$ cat config.mk
export PLATFORM = sky130hd
export DESIGN_NAME = fetch_unit
export DESIGN_NICKNAME = d
export VERILOG_FILES = /design/src/rtl/cpu_pkg.sv /design/src/rtl/fetch_unit.sv
export SDC_FILE = /design/constraint.sdc
export NUM_CORES = 1
export LEC_CHECK = 0
export ABC_AREA = 1
export ABC_CLOCK_PERIOD_IN_PS = 7200
export BUFFER_PORTS_ARGS = -buffer_cell sky130_fd_sc_hd__buf_2
export CORE_MARGIN = 2
export CORE_UTILIZATION = 40
export DETAILED_ROUTE_END_ITERATION = 8
export GPL_TIMING_DRIVEN = 1
export MAX_ROUTING_LAYER = met4
export PLACE_DENSITY = 0.67
export RECOVER_POWER = 25
export SETUP_SLACK_MARGIN = 0.5
export SYNTH_ARGS = -nofsm -noshare
export SYNTH_HDL_FRONTEND = slang
export SYNTH_SLANG_ARGS = --single-unit
$ cat constraint.sdc
create_clock -name clk -period 7.2 [get_ports clk]
set_clock_uncertainty 0.2 [all_clocks]
set_input_delay 0.36 -clock clk [delete_from_list [all_inputs] [get_ports clk]]
set_output_delay 0.36 -clock clk [all_outputs]
set_load 0.02 [all_outputs]
$ cat src/rtl/cpu_pkg.sv
// Shared definitions for the fetch stage: FSM encoding, reset PC and word size.
package cpu_pkg;

    typedef enum logic [1:0] {
        BOOT  = 2'd0,
        RUN   = 2'd1,
        FAULT = 2'd2
    } fetch_state_t;

    localparam logic [31:0] RESET_PC_DEFAULT = 32'h0000_0000;
    localparam int unsigned INSTR_BYTES      = 4;

    // A fetch address is usable only when it lands on a word boundary.
    function automatic logic pc_aligned(input logic [31:0] addr);
        return (addr[1:0] == 2'b00);
    endfunction

endpackage

$ cat src/rtl/fetch_unit.sv
// Instruction fetch stage: owns the PC, reads the combinational program memory
// and fills a single registered slot towards decode with a valid/ready handshake.
// Execute may redirect the PC; misaligned targets and fetches past the end of
// program memory park the block in a sticky fault state until reset.
//
// state | meaning
// ------+--------------------------------------------------------------
// BOOT  | first cycle after reset, no fetch; redirects still honoured
// RUN   | normal fetching, one instruction per cycle while decode accepts
// FAULT | terminal; slot empty, PC frozen, redirects ignored
module fetch_unit
    import cpu_pkg::*;
#(
    parameter logic [31:0] RESET_PC  = RESET_PC_DEFAULT,
    parameter int unsigned MEM_WORDS = 256
) (
    input  logic        clk,
    input  logic        rst,
    output logic [31:0] imem_addr,
    input  logic [31:0] imem_instr,
    input  logic        redirect_valid,
    input  logic [31:0] redirect_pc,
    output logic        out_valid,
    input  logic        out_ready,
    output logic [31:0] out_instr,
    output logic [31:0] out_pc,
    output logic [31:0] out_pc_plus4,
    output logic        fault,
    output logic [31:0] fault_pc,
    output logic [31:0] fetch_count
);

    localparam logic [31:0] MEM_WORDS_W = 32'(MEM_WORDS);
    localparam logic [31:0] STEP        = 32'(INSTR_BYTES);

    fetch_state_t state_q, state_d;
    logic [31:0]  pc_q, pc_d;
    logic         out_valid_q, out_valid_d;
    logic [31:0]  out_instr_q, out_instr_d;
    logic [31:0]  out_pc_q, out_pc_d;
    logic [31:0]  out_pc_plus4_q, out_pc_plus4_d;
    logic         fault_q, fault_d;
    logic [31:0]  fault_pc_q, fault_pc_d;
    logic [31:0]  fetch_count_q, fetch_count_d;

    logic         adv;
    logic         pc_out_of_range;
    logic         handshake;

    // Word index of the current PC compared against memory depth; a depth of
    // 2^30 or more can never be exceeded, which the 32-bit compare handles.
    assign pc_out_of_range = ({2'b00, pc_q[31:2]} >= MEM_WORDS_W);

    // A handshake is only credited when no redirect flushes the slot that cycle.
    assign handshake = out_valid_q && out_ready && !redirect_valid;

    // Next-state, slot update and advance decision.
    always_comb begin
        adv            = !out_valid_q || out_ready;
        state_d        = state_q;
        pc_d           = pc_q;
        out_valid_d    = out_valid_q;
        out_instr_d    = out_instr_q;
        out_pc_d       = out_pc_q;
        out_pc_plus4_d = out_pc_plus4_q;
        fault_d        = fault_q;
        fault_pc_d     = fault_pc_q;
        fetch_count_d  = fetch_count_q;

        if (handshake) begin
            fetch_count_d = fetch_count_q + 32'd1;
        end

        case (state_q)
            FAULT: begin
                out_valid_d = 1'b0;
            end
            default: begin
                // BOOT and RUN share the redirect rule; only RUN fetches.
                state_d = RUN;
                if (redirect_valid) begin
                    out_valid_d = 1'b0;
                    if (!pc_aligned(redirect_pc)) begin
                        state_d    = FAULT;
                        fault_d    = 1'b1;
                        fault_pc_d = redirect_pc;
                    end else begin
                        pc_d = redirect_pc;
                    end
                end else if (state_q == RUN && adv) begin
                    if (pc_out_of_range) begin
                        state_d     = FAULT;
                        fault_d     = 1'b1;
                        fault_pc_d  = pc_q;
                        out_valid_d = 1'b0;
                    end else begin
                        out_instr_d    = imem_instr;
                        out_pc_d       = pc_q;
                        out_pc_plus4_d = pc_q + STEP;
                        out_valid_d    = 1'b1;
                        pc_d           = pc_q + STEP;
                    end
                end
            end
        endcase
    end

    // State, PC and slot registers with asynchronous reset.
    always_ff @(posedge clk or posedge rst) begin
        if (rst) begin
            state_q        <= BOOT;
            pc_q           <= RESET_PC;
            out_valid_q    <= 1'b0;
            out_instr_q    <= 32'd0;
            out_pc_q       <= 32'd0;
            out_pc_plus4_q <= STEP;
            fault_q        <= 1'b0;
            fault_pc_q     <= 32'd0;
            fetch_count_q  <= 32'd0;
        end else begin
            state_q        <= state_d;
            pc_q           <= pc_d;
            out_valid_q    <= out_valid_d;
            out_instr_q    <= out_instr_d;
            out_pc_q       <= out_pc_d;
            out_pc_plus4_q <= out_pc_plus4_d;
            fault_q        <= fault_d;
            fault_pc_q     <= fault_pc_d;
            fetch_count_q  <= fetch_count_d;
        end
    end

    assign imem_addr    = pc_q;
    assign out_valid    = out_valid_q;
    assign out_instr    = out_instr_q;
    assign out_pc       = out_pc_q;
    assign out_pc_plus4 = out_pc_plus4_q;
    assign fault        = fault_q;
    assign fault_pc     = fault_pc_q;
    assign fetch_count  = fetch_count_q;

endmodule

==> reports/summary.txt <==
Post-synthesis instance total -> 1,078
Synth cell count leaders -> sky130_fd_sc_hd__nand2_1 (395), sky130_fd_sc_hd__dfrtp_1 (193), sky130_fd_sc_hd__inv_1 (135)
Vias in the first global route -> 7,381
Initial core utilization -> 40.8%
Summed negative setup slack over all endpoints -> 0 ps
Fraction of layout instances using a drive strength above 1 -> 16.2%
Post-Syn Area per Cell -> 8.25 sq um
IR drop worst, VDD -> 0.146 mV
Vias after detailed routing -> 7,667
Setup CP Type -> flip-flop to flip-flop
First-iteration detailed-routing DRC count -> 585
Clock Root Buffer -> sky130_fd_sc_hd__clkbuf_16
Hold Crit Class -> input port to flip-flop
IO Port Bufs -> 261
Non-filler cells, final -> 1,652
Endpoint required time on the critical path -> 7370 ps
Achievable clock frequency -> 0.386 GHz
Power per cell area -> 203 nW/um^2
Row count -> 54
Minimum clock period -> 2590 ps
Sinks on the clock net -> 194
Routability congestion estimate from global placement -> 0.904
Number of buffers created by CTS -> 17
Result of the run -> completed
Xor/xnor cell area share of the yosys netlist -> 2.56%
Startpoint kind of the worst setup timing path -> flip-flop
Sequential fraction of the synthesis area -> 54.6%
Data arrival time of the worst path -> 2750 ps
Die footprint -> 23,500 sq um
Hold violation count in the final report -> 0
Mean routed wirelength per cell -> 14.0 microns
Chip Width -> 153 microns
CTS clock-pin slew for the worst setup and hold paths -> 80 ps
Ports placed on the boundary -> 262
Slew margin rel. -> 37.5%
Total routed wirelength -> 23.1 mm
Post-synthesis async set-or-reset flop share -> 100%
Hold path cells -> 5
Register area -> 4860 sq um
Instance count after placement with tap cells included -> 1,584
Slew of the pin with the lowest slew margin -> 937 ps
Number of enable flip-flop cells after synthesis -> 0
Fraction of post-synthesis cell area in the top cell type by area -> 54.3%
Clock latency reported for the late side of the worst-skew pair -> 430 ps
Area growth syn-to-layout -> 25.2%
Adder and majority cell fraction of the synthesized area -> 0.422%
Post-synthesis compound-gate area fraction -> 6.92%
CP endpoint kind -> flip-flop
Antenna violations before repair -> 3
Cell count of the worst reg-to-reg path -> 8
Most instantiated flip-flop cell in the synthesis netlist -> sky130_fd_sc_hd__dfrtp_1
Overflow left after global routing -> 0
Number of design rule violations left after detail routing -> 0
Post_cts resized -> 0
Hold Worst Slack -> 43.8 ps
Maximum clock insertion buffer count -> 2
Final HPWL from detailed placement -> 15.9 mm
Largest family of logic cells by synthesized area -> simple AND/OR/NAND/NOR gates
DR pass1 iterations -> 6
Number of nets in the final layout -> 1,427
Post-layout instance area -> 11,100 sq um
Filler cell count -> 2,111
Drt via density -> 4.64
Number of nets with antenna violations after detailed routing -> 0
Share of the cycle needed by the critical path after routing -> 36.0%
Leakage power total -> 5.92 nW
DP Area -> 10,400 sq um
Netlist cell types -> 33
Pin count of the biggest net entering global routing -> 123
Area fraction in and, or, nand and nor cells after synthesis -> 26.9%
Worst-case register-to-register setup slack -> 4610 ps
Total setup violations reported at the end of the flow -> 0
Final-report max-slew violation count -> 0
Maximum fanout along the worst path -> 83
Count leader, synth -> sky130_fd_sc_hd__nand2_1
CTS tree -> yes
Synthesized netlist net count -> 1,149
Die Span Y -> 153 microns
GRT Total Usage -> 20.5%
Mux contribution to synthesized area -> 0%
Biggest area consumer among synthesized cells -> sky130_fd_sc_hd__dfrtp_1
Synth Warn # -> 0
Reported max-cap violation count -> 0
Number of register bits inferred by synthesis -> 194
Synthesized cell area -> 8900 sq um
Main area contributors after synthesis -> sky130_fd_sc_hd__dfrtp_1 (54%), sky130_fd_sc_hd__nand2_1 (17%), sky130_fd_sc_hd__inv_1 (5.7%)
Core area -> 21,800 sq um
Setup repair after global routing missed its margin -> no
First-pass GRT wire length -> 37.9 mm
Area used by multi-input combinational logic -> 3280 sq um
Deepest level of the CTS H-tree -> 4
[routing by layer]
metal / wire length, microns / vias up / track usage, %
li1: - / 3855 / -
met1: 10800 / 3517 / 27.5
met2: 10600 / 261 / 31.6
met3: 1210 / 34 / 3.46
met4: 569 / 0 / 7.23
met5: 0 / - / -
[layout by cell type (no fill, tap or decap), drive strengths merged]
| cell type | Yosys | routed |
|---|---|---|
| clkbuf | 11 | 130 |
| xnor2 | 8 | 8 |
| dfrtp | 193 | 193 |
| nand4 | 10 | 10 |
| and3 | 1 | 1 |
| buf | 29 | 153 |
| dfstp | 1 | 1 |
| o21ai | 61 | 61 |
| nor4 | 1 | 1 |
| o21a | 25 | 25 |
| a21oi | 11 | 11 |
| diode | 0 | 3 |
| inv | 137 | 145 |
| nor2 | 111 | 111 |
| dlygate4sd3 | 0 | 33 |
| bufinv | 0 | 1 |
| clkinv | 0 | 5 |
| nand2 | 396 | 396 |
| xor2 | 18 | 18 |
| ha | 3 | 3 |
| a21boi | 2 | 2 |
| nand3b | 5 | 5 |
| nand3 | 47 | 47 |
| nor3 | 8 | 8 |
| clkinvlp | 0 | 1 |
[critical path, cell delays in order, from the launching register on]
cell and delay (ps):
sky130_fd_sc_hd__dfrtp_1 440, sky130_fd_sc_hd__nor2_1 120, sky130_fd_sc_hd__nand3_1 90, sky130_fd_sc_hd__nor2_1 270, sky130_fd_sc_hd__nand4_1 260, sky130_fd_sc_hd__nor2_4 140, sky130_fd_sc_hd__buf_4 660, sky130_fd_sc_hd__nand2_1 170
sky130_fd_sc_hd__nand2_1 120
[cell families (layout without fill, tap and decap cells)]
family,count (synthesis),in the layout
other,0,3
DFF,194,194
xor gates and xnor gates,26,26
and+or+nand+nor,579,579
AOI/OAI and AO/OA,99,99
buffers and inverters,177,468
adders and majority gates,3,3
[power by group]
part / switching [mW] / internal [mW] / leakage (nW) / total (mW)
logic: 0.112 / 0.0633 / 3.31 / 0.175
registers: 0.0203 / 1.11 / 2.32 / 1.13
clock network: 0.465 / 0.496 / 0.289 / 0.960
[registers in the layout, summed over array words and instances (netlist names)]
signal / count
fault: 1
fault_pc: 32
fetch_count: 32
imem_addr: 32
out_instr: 32
out_pc: 32
out_pc_plus4: 30
out_valid: 1
state_q: 2
[per-stage QoR]
stage / setup slack (ps) / utilization [%] / total power [mW]
after floorplan: 1360 / - / 1.25
after global placement: 4270 / 47.5 / 1.32
after detailed placement: 4250 / 47.5 / 1.32
after CTS: 4600 / 51.7 / 2.30
after global routing: 4370 / 51.1 / 2.36
final: 4610 / 51.1 / 2.27
[what timing repair did]
action / CTS / global route
hold endpoints to repair: 152 / 0
hold buffers: 33 / 0
buffers inserted: 0 / 0
[layout make-up]
class,count,area share [%]
multi-input combinational,707,29.5
tap,280,3.14
clock inverter,15,1.48
clock buffer,17,3.82
sequential,194,43.6
timing repair buffer,299,13.8
antenna,3,0.0674
inverter,137,4.68
[path summary, 6_finish.rpt]
path	start	endpoint
min in group asynchronous	rst	out_instr[18]
max reg2reg	imem_addr[21]	out_instr[14]
min reg2reg	fault	fault
max in group asynchronous	rst	out_instr[25]
min	redirect_pc[21]	imem_addr[21]
max	imem_addr[21]	out_instr[14]
(Power assumes the default switching activity.)
